<file path="src/rtl/bus_pkg.sv">
// rtl/bus_pkg.sv - shared FSM state, default sizes and slot map for bus_xfer
package bus_pkg;

    typedef enum logic [1:0] {
        IDLE    = 2'd0,
        CAPTURE = 2'd1,
        DRIVE   = 2'd2
    } bus_state_e;

    localparam int BUS_WIDTH = 17;
    localparam int BUS_NSRC  = 16;
    localparam int BUS_SEL_W = 4;

    localparam int SLOT_IR = 4;
    localparam int SLOT_AC = 5;
    localparam int SLOT_R1 = 7;
    localparam int SLOT_R2 = 8;
    localparam int SLOT_R3 = 9;
    localparam int SLOT_R4 = 10;
    localparam int SLOT_DM = 12;
    localparam int SLOT_IM = 13;

endpackage

</file>
<file path="src/rtl/bus_src_mux.sv">
// rtl/bus_src_mux.sv - combinational source slot selector with legality flag
module bus_src_mux #(
    parameter int WIDTH = 17,
    parameter int NSRC  = 16,
    parameter int SEL_W = 4
) (
    input  logic [SEL_W-1:0]      sel,
    input  logic [NSRC*WIDTH-1:0] src_data,
    input  logic [NSRC-1:0]       src_en,
    output logic [WIDTH-1:0]      data,
    output logic                  legal
);

    // Out-of-range selects match no slot and therefore stay illegal with zero data.
    always_comb begin
        data  = '0;
        legal = 1'b0;
        for (int k = 0; k < NSRC; k++) begin
            if (sel == SEL_W'(k) && src_en[k]) begin
                data  = src_data[k*WIDTH +: WIDTH];
                legal = 1'b1;
            end
        end
    end

endmodule

</file>
<file path="src/rtl/bus_xfer.sv">
// rtl/bus_xfer.sv - request/capture/drive bus transfer FSM; BUS_XFER_PARITY_EN adds bus_par
module bus_xfer
    import bus_pkg::*;
#(
    parameter int WIDTH = BUS_WIDTH,
    parameter int NSRC  = BUS_NSRC,
    parameter int SEL_W = BUS_SEL_W
) (
    input  logic                  clk,
    input  logic                  rst,
    input  logic                  req,
    input  logic [SEL_W-1:0]      read_sel,
    input  logic [NSRC*WIDTH-1:0] src_data,
    input  logic [NSRC-1:0]       src_en,
    input  logic                  ack,
    output logic [WIDTH-1:0]      busout,
    output logic                  bus_valid,
    output logic                  busy,
`ifdef BUS_XFER_PARITY_EN
    output logic                  bus_par,
`endif
    output logic                  sel_err
);

    bus_state_e       r_state;
    bus_state_e       w_state_nxt;
    logic [SEL_W-1:0] r_sel_q;
    logic [WIDTH-1:0] r_busout;
    logic             r_bus_valid;
    logic             r_sel_err;
    logic [WIDTH-1:0] w_mux_data;
    logic             w_mux_legal;
    logic             w_load_sel;
    logic             w_capture;
    logic             w_busy;

    bus_src_mux #(
        .WIDTH (WIDTH),
        .NSRC  (NSRC),
        .SEL_W (SEL_W)
    ) u_src_mux (
        .sel      (r_sel_q),
        .src_data (src_data),
        .src_en   (src_en),
        .data     (w_mux_data),
        .legal    (w_mux_legal)
    );

    always_ff @(posedge clk) begin
        if (rst) begin
            r_state <= IDLE;
        end else begin
            r_state <= w_state_nxt;
        end
    end

    always_comb begin
        w_state_nxt = r_state;
        case (r_state)
            IDLE:    if (req) w_state_nxt = CAPTURE;
            CAPTURE: w_state_nxt = DRIVE;
            DRIVE:   if (ack) w_state_nxt = req ? CAPTURE : IDLE;
            default: w_state_nxt = IDLE;
        endcase
    end

    // req is only honoured in IDLE or on the accepting edge of DRIVE.
    always_comb begin
        w_busy     = (r_state != IDLE);
        w_capture  = (r_state == CAPTURE);
        w_load_sel = req && ((r_state == IDLE) || (r_state == DRIVE && ack));
    end

    always_ff @(posedge clk) begin
        if (rst) begin
            r_sel_q     <= '0;
            r_busout    <= '0;
            r_bus_valid <= 1'b0;
            r_sel_err   <= 1'b0;
        end else begin
            if (w_load_sel) r_sel_q <= read_sel;
            if (w_capture) begin
                r_busout  <= w_mux_data;
                r_sel_err <= ~w_mux_legal;
            end
            r_bus_valid <= (w_state_nxt == DRIVE);
        end
    end

`ifdef BUS_XFER_PARITY_EN
    logic r_bus_par;

    always_ff @(posedge clk) begin
        if (rst) begin
            r_bus_par <= 1'b0;
        end else if (w_capture) begin
            r_bus_par <= ^w_mux_data;
        end
    end

    assign bus_par = r_bus_par;
`endif

    assign busout    = r_busout;
    assign bus_valid = r_bus_valid;
    assign sel_err   = r_sel_err;
    assign busy      = w_busy;

endmodule

</file>
<file path="config.mk">
export PLATFORM = sky130hd
export DESIGN_NAME = bus_xfer
export DESIGN_NICKNAME = d
export VERILOG_FILES = /design/src/rtl/bus_pkg.sv /design/src/rtl/bus_src_mux.sv /design/src/rtl/bus_xfer.sv
export SDC_FILE = /design/constraint.sdc
export NUM_CORES = 1
export LEC_CHECK = 0
export CAP_MARGIN = 20
export CELL_PAD_IN_SITES_DETAIL_PLACEMENT = 0
export CELL_PAD_IN_SITES_GLOBAL_PLACEMENT = 1
export CORE_AREA = 5 5 116 162
export CTS_CLUSTER_DIAMETER = 50
export DETAILED_ROUTE_END_ITERATION = 8
export DIE_AREA = 0 0 121 167
export PLACE_DENSITY = 0.81
export SYNTH_ARGS = -nofsm -noshare
export SYNTH_HDL_FRONTEND = slang
export SYNTH_SLANG_ARGS = --single-unit
</file>
<file path="constraint.sdc">
create_clock -name clk -period 2.4 [get_ports clk]
set_input_delay 0.48 -clock clk [delete_from_list [all_inputs] [get_ports clk]]
set_output_delay 0.48 -clock clk [all_outputs]
set_load 0.005 [all_outputs]
</file>
==> results, run 1 <==
- The count of placed standard cells including taps is 1019.
- The cell internal power dissipation is 1280 µW.
- Of all flip-flops after synthesis, the portion carrying an async set or reset was 0%.
- The first element of the critical path is r_sel_q[1].
- The share of total power consumed by net switching is 28.0%.
- The endpoint type of the worst setup path is a register.
- The sequential-to-total area share from yosys stat is 15.6%.
- The number of different library cells used by synthesis comes to 56.
- The upper clock frequency limit is 430 MHz.
- Measured along the y axis, the die boundary spans 167 µm.
- The count of boundary I/O pins is 316.
- The flow ran to the end, and the final reports show no timing, DRC or antenna violations.
- The number of search-and-repair iterations in the first detailed-routing pass is 6.
- The total area inside the core boundary comes to 17200 µm².
- The clock slew at the register clock pins of the worst setup and hold paths is 70 ps.
- The floorplan has 57 rows.
- The worst pin sits at a relative slew slack of 62.5%.
- The HPWL after detailed placement is 20.3 mm.
- The most common library cell in the layout ignoring fill and taps is sky130_fd_sc_hd__clkdlybuf4s50_1.
- The number of I/O port buffers is 315.
- On the final layout, the worst clock skew is 4.37 ps.
- In this run the number of H-tree levels came out at 1.
- The starting density of the core is 18.7%.
- The final count of hold timing violations is 0.
- The cell count after synthesis is 462.
- The TritonCTS buffer count is 3.
- In this run the post-CTS setup repair buffer count came out at 0.
- The share of layout cells above drive strength 1 is 9.02%.
- The worst endpoint required time is 2590 ps.
- The routed layout has 5311 vias.
- The share of total power dissipated in combinational logic is 52.5%.
- Measured against the total synthesized area, the mux share comes to 2.54%.
- The number of synthesized register bits is 25.
- Total power for the finished layout comes to 1780 µW.
- The switching power is 498 µW.
- The proportion of power drawn by flip-flops and latches is 26.0%.
- The area of the die is 20200 µm².
- For this run, the leading register cell type out of synthesis is sky130_fd_sc_hd__dfxtp_1.
- The yosys synthesis warning count is 0.
- Of the total synthesized cell area, the portion taken by XOR and XNOR cells is 0%.
- The final routed wire length divided by cell count is 23.1 µm.
- The number of vias per cell after detailed routing is 5.18.
- The worst path uses 96.9% of the clock period.
- The total standard cell area after synthesis is 3210 µm².
- At the end of routability-driven placement, the weighted congestion stood at 0.875.
- The clock network accounts for 21.4% of the total power.
- For this block, the initial DRC count from the detailed router was 331.
- The first global-routing pass estimated 33.6 mm of wire.
- The total nets after synthesis is 758.
- The final-stage net count is 1084.
- The via count of the first global-routing pass is 5437.
- At the end of the flow the core is filled with cells to 40.4%.
- The tool flagged a number of max-cap violations equal to 0.
- The end point of the critical path is busout[10].
- For the finished layout, the period the worst path requires is 2320 ps.
- The initial antenna violation count is 5.
- The total grt overflow is 0.
- The worst min-delay path category is register to register.
- The worst setup path is launched from a register.
- The aggregate routed wire length is 23.7 mm.
- After detailed routing, the number of remaining DRC violations is 0.
- Setup repair after global routing left no endpoint under its margin.
- Summing all non-filler instances in the final layout gives an area of 6940 µm².
- The summed negative setup slack over all endpoints is 0 ps.
- The number of sinks driven by the clock tree is 25.
- The clock reaches the later pin of the worst-skew pair after 260 ps.
- The simple-gate area share of the yosys netlist is 31.8%.
- The clock tree from TritonCTS is yes.
- The count of pins over their slew limit was 0.
- In this run the critical register-to-register path is launched from r_sel_q[1].
- The critical path is of the register to register type.
- The share of the synthesized area in compound gates (AO/OA/AOI/OAI) is 42.4%.
- Excluding fillers, the count of instances in the completed layout stands at 1025.
- Setup violations remaining at the end of the flow were counted as 0.
- The reported leakage power is 0.00248 µW.
- Data arrives at the worst endpoint at 2520 ps.
- The top cell types in the final layout, fill and taps aside, are 315 x sky130_fd_sc_hd__clkdlybuf4s50_1, 45 x sky130_fd_sc_hd__o22ai_1, 40 x sky130_fd_sc_hd__a22oi_1, 40 x sky130_fd_sc_hd__buf_4, 39 x sky130_fd_sc_hd__nor2_1.
- The horizontal die dimension is 121 µm.
- Across all register-to-register paths, the minimum setup slack is 80 ps.
- Clock tree synthesis selected as its root buffer the cell sky130_fd_sc_hd__clkbuf_16.
- The dominant combinational cell family by area after synthesis is compound AO/OA/AOI/OAI gates.
- The number of enable-type register cells in the synthesized netlist is 0.
- The worst-case vdd ir drop is 158 µV.
- The power density over the cells is 256 nW/µm².
- The largest net degree at the start of global routing is 21.
- Global routing consumed, over all layers together, 22.0% of the routing resources.
- Of all nets on the critical path, the largest fanout is 12.
- No sink is reached through more buffers than the 2 on the longest clock path.
- The layout overhead on the synthesized area is 116%.
- Of the total synthesized cell area, the portion taken by full adders, half adders and majority gates is 0%.
- The slew of the pin with the lowest slew margin is 558 ps.
- The mean instance size in the synthesized netlist is 6.94 µm².
- The remaining antenna violation count after routing is 0.
- The capturing point of the worst reg2reg path is busout[10].
- After detailed placement, the total cell area comes to 6840 µm².
- Counting cells, the worst reg-to-reg path comes to 6.
state kept, by name, indices dropped and copies added (netlist names):
register   flops
bus_valid      1
busout        17
r_sel_q        4
r_state        2
sel_err        1
worst min-delay path by stage:
stage	from	to	cells after the start
2_1_floorplan	sel_err	sel_err	2
3_3_place_gp	sel_err	sel_err	2
3_5_place_dp	sel_err	sel_err	2
4_1_cts	sel_err	sel_err	2
5_1_grt	busout[14]	busout[14]	2
6_report	sel_err	sel_err	2
final cells by class:
cell class / instances / area [µm²]
sequential: 25 / 502
multi-input combinational: 396 / 2480
clock buffer: 4 / 78.8
inverter: 1 / 3.75
antenna: 2 / 5.00
fill: 1810 / 10200
tap: 236 / 295
timing repair buffer: 361 / 3570
per-layer routing:
metal,vias to the layer above,routed length [µm],global-route usage (%)
met5,-,39,0
met4,6,519,6.41
met3,38,2030,5.29
met2,292,12200,39.5
met1,2454,8890,25.6
li1,2521,-,-
power groups by stage:
| stage | registers (µW) | clock network, µW | logic [µW] |
|---|---|---|---|
| final | 462 | 381 | 932 |
| after global routing | 466 | 407 | 988 |
| after CTS | 461 | 396 | 931 |
| after detailed placement | 470 | 0 | 926 |
| after global placement | 470 | 0 | 925 |
| after floorplan | 462 | 0 | 253 |
per-stage QoR:
stage          hold WS (ps)  setup WS, ps
2_1_floorplan           453           641
3_3_place_gp            476         -92.9
3_5_place_dp            473         -99.9
4_1_cts                 483          24.9
5_1_grt                 515          6.54
6_report                481          75.1
what timing repair did:
item / in CTS / in global routing
endpoints found under the setup margin: 1 / 6
resized for setup: 1 / 10
hold buffers: 0 / 0
pin swaps: 0 / 1
critical path, cell delays in order (launching register included):
cell,delay [ps]
sky130_fd_sc_hd__dfxtp_1,590
sky130_fd_sc_hd__and2_1,330
sky130_fd_sc_hd__and3_2,390
sky130_fd_sc_hd__a22o_1,180
sky130_fd_sc_hd__a2111oi_0,60
sky130_fd_sc_hd__o31ai_1,520
sky130_fd_sc_hd__o2bb2ai_1,170
synth_stat cells, types with 2 or more instances:
master / instances / area [µm²]
sky130_fd_sc_hd__nand3_2: 2 / 20.0
sky130_fd_sc_hd__a22oi_1: 40 / 300
sky130_fd_sc_hd__nand2_1: 38 / 143
sky130_fd_sc_hd__o22ai_1: 45 / 282
sky130_fd_sc_hd__buf_6: 8 / 90.1
sky130_fd_sc_hd__dfxtp_1: 25 / 500
sky130_fd_sc_hd__nand3b_1: 4 / 30.0
sky130_fd_sc_hd__nand3_1: 22 / 110
sky130_fd_sc_hd__buf_4: 2 / 15.0
sky130_fd_sc_hd__o21ai_1: 2 / 10.0
sky130_fd_sc_hd__nand4b_1: 2 / 17.5
sky130_fd_sc_hd__a221oi_1: 7 / 61.3
sky130_fd_sc_hd__nor3b_1: 3 / 22.5
sky130_fd_sc_hd__o211ai_1: 4 / 30.0
sky130_fd_sc_hd__o21ai_0: 21 / 105
sky130_fd_sc_hd__mux2i_1: 7 / 70.1
sky130_fd_sc_hd__a311oi_1: 8 / 70.1
sky130_fd_sc_hd__nor2_1: 40 / 150
sky130_fd_sc_hd__buf_2: 19 / 95.1
sky130_fd_sc_hd__a22o_1: 6 / 52.6
sky130_fd_sc_hd__and2_1: 3 / 18.8
sky130_fd_sc_hd__clkbuf_1: 10 / 37.5
sky130_fd_sc_hd__a31oi_1: 6 / 37.5
sky130_fd_sc_hd__o221ai_1: 9 / 78.8
sky130_fd_sc_hd__or3_1: 2 / 12.5
sky130_fd_sc_hd__a21oi_1: 32 / 160
sky130_fd_sc_hd__and3_1: 19 / 119
sky130_fd_sc_hd__a221o_1: 3 / 30.0
sky130_fd_sc_hd__a222oi_1: 5 / 50.1
sky130_fd_sc_hd__nand2b_1: 6 / 37.5
sky130_fd_sc_hd__nor4_1: 5 / 31.3
sky130_fd_sc_hd__nor2b_1: 4 / 25.0
sky130_fd_sc_hd__nor3_1: 15 / 75.1
sky130_fd_sc_hd__nand4_1: 13 / 81.3
sky130_fd_sc_hd__o2111ai_1: 4 / 35.0
cell families after synthesis:
logic type | count (synthesis)
DFF | 25
AOI/OAI and AO/OA | 198
buffers and inverters | 41
muxes | 8
and+or+nand+nor | 190
Note: power is estimated with default switching activity, not from simulation.
==> run 2, diff against run 1 <==
--- a/config.mk
+++ b/config.mk
@@ -16,3 +16,4 @@
 export SYNTH_ARGS = -nofsm -noshare
 export SYNTH_HDL_FRONTEND = slang
 export SYNTH_SLANG_ARGS = --single-unit
+export TNS_END_PERCENT = 50
==> results of run 2 <==
Same layout as run 1: the final DEF is identical, and so are final timing and power.
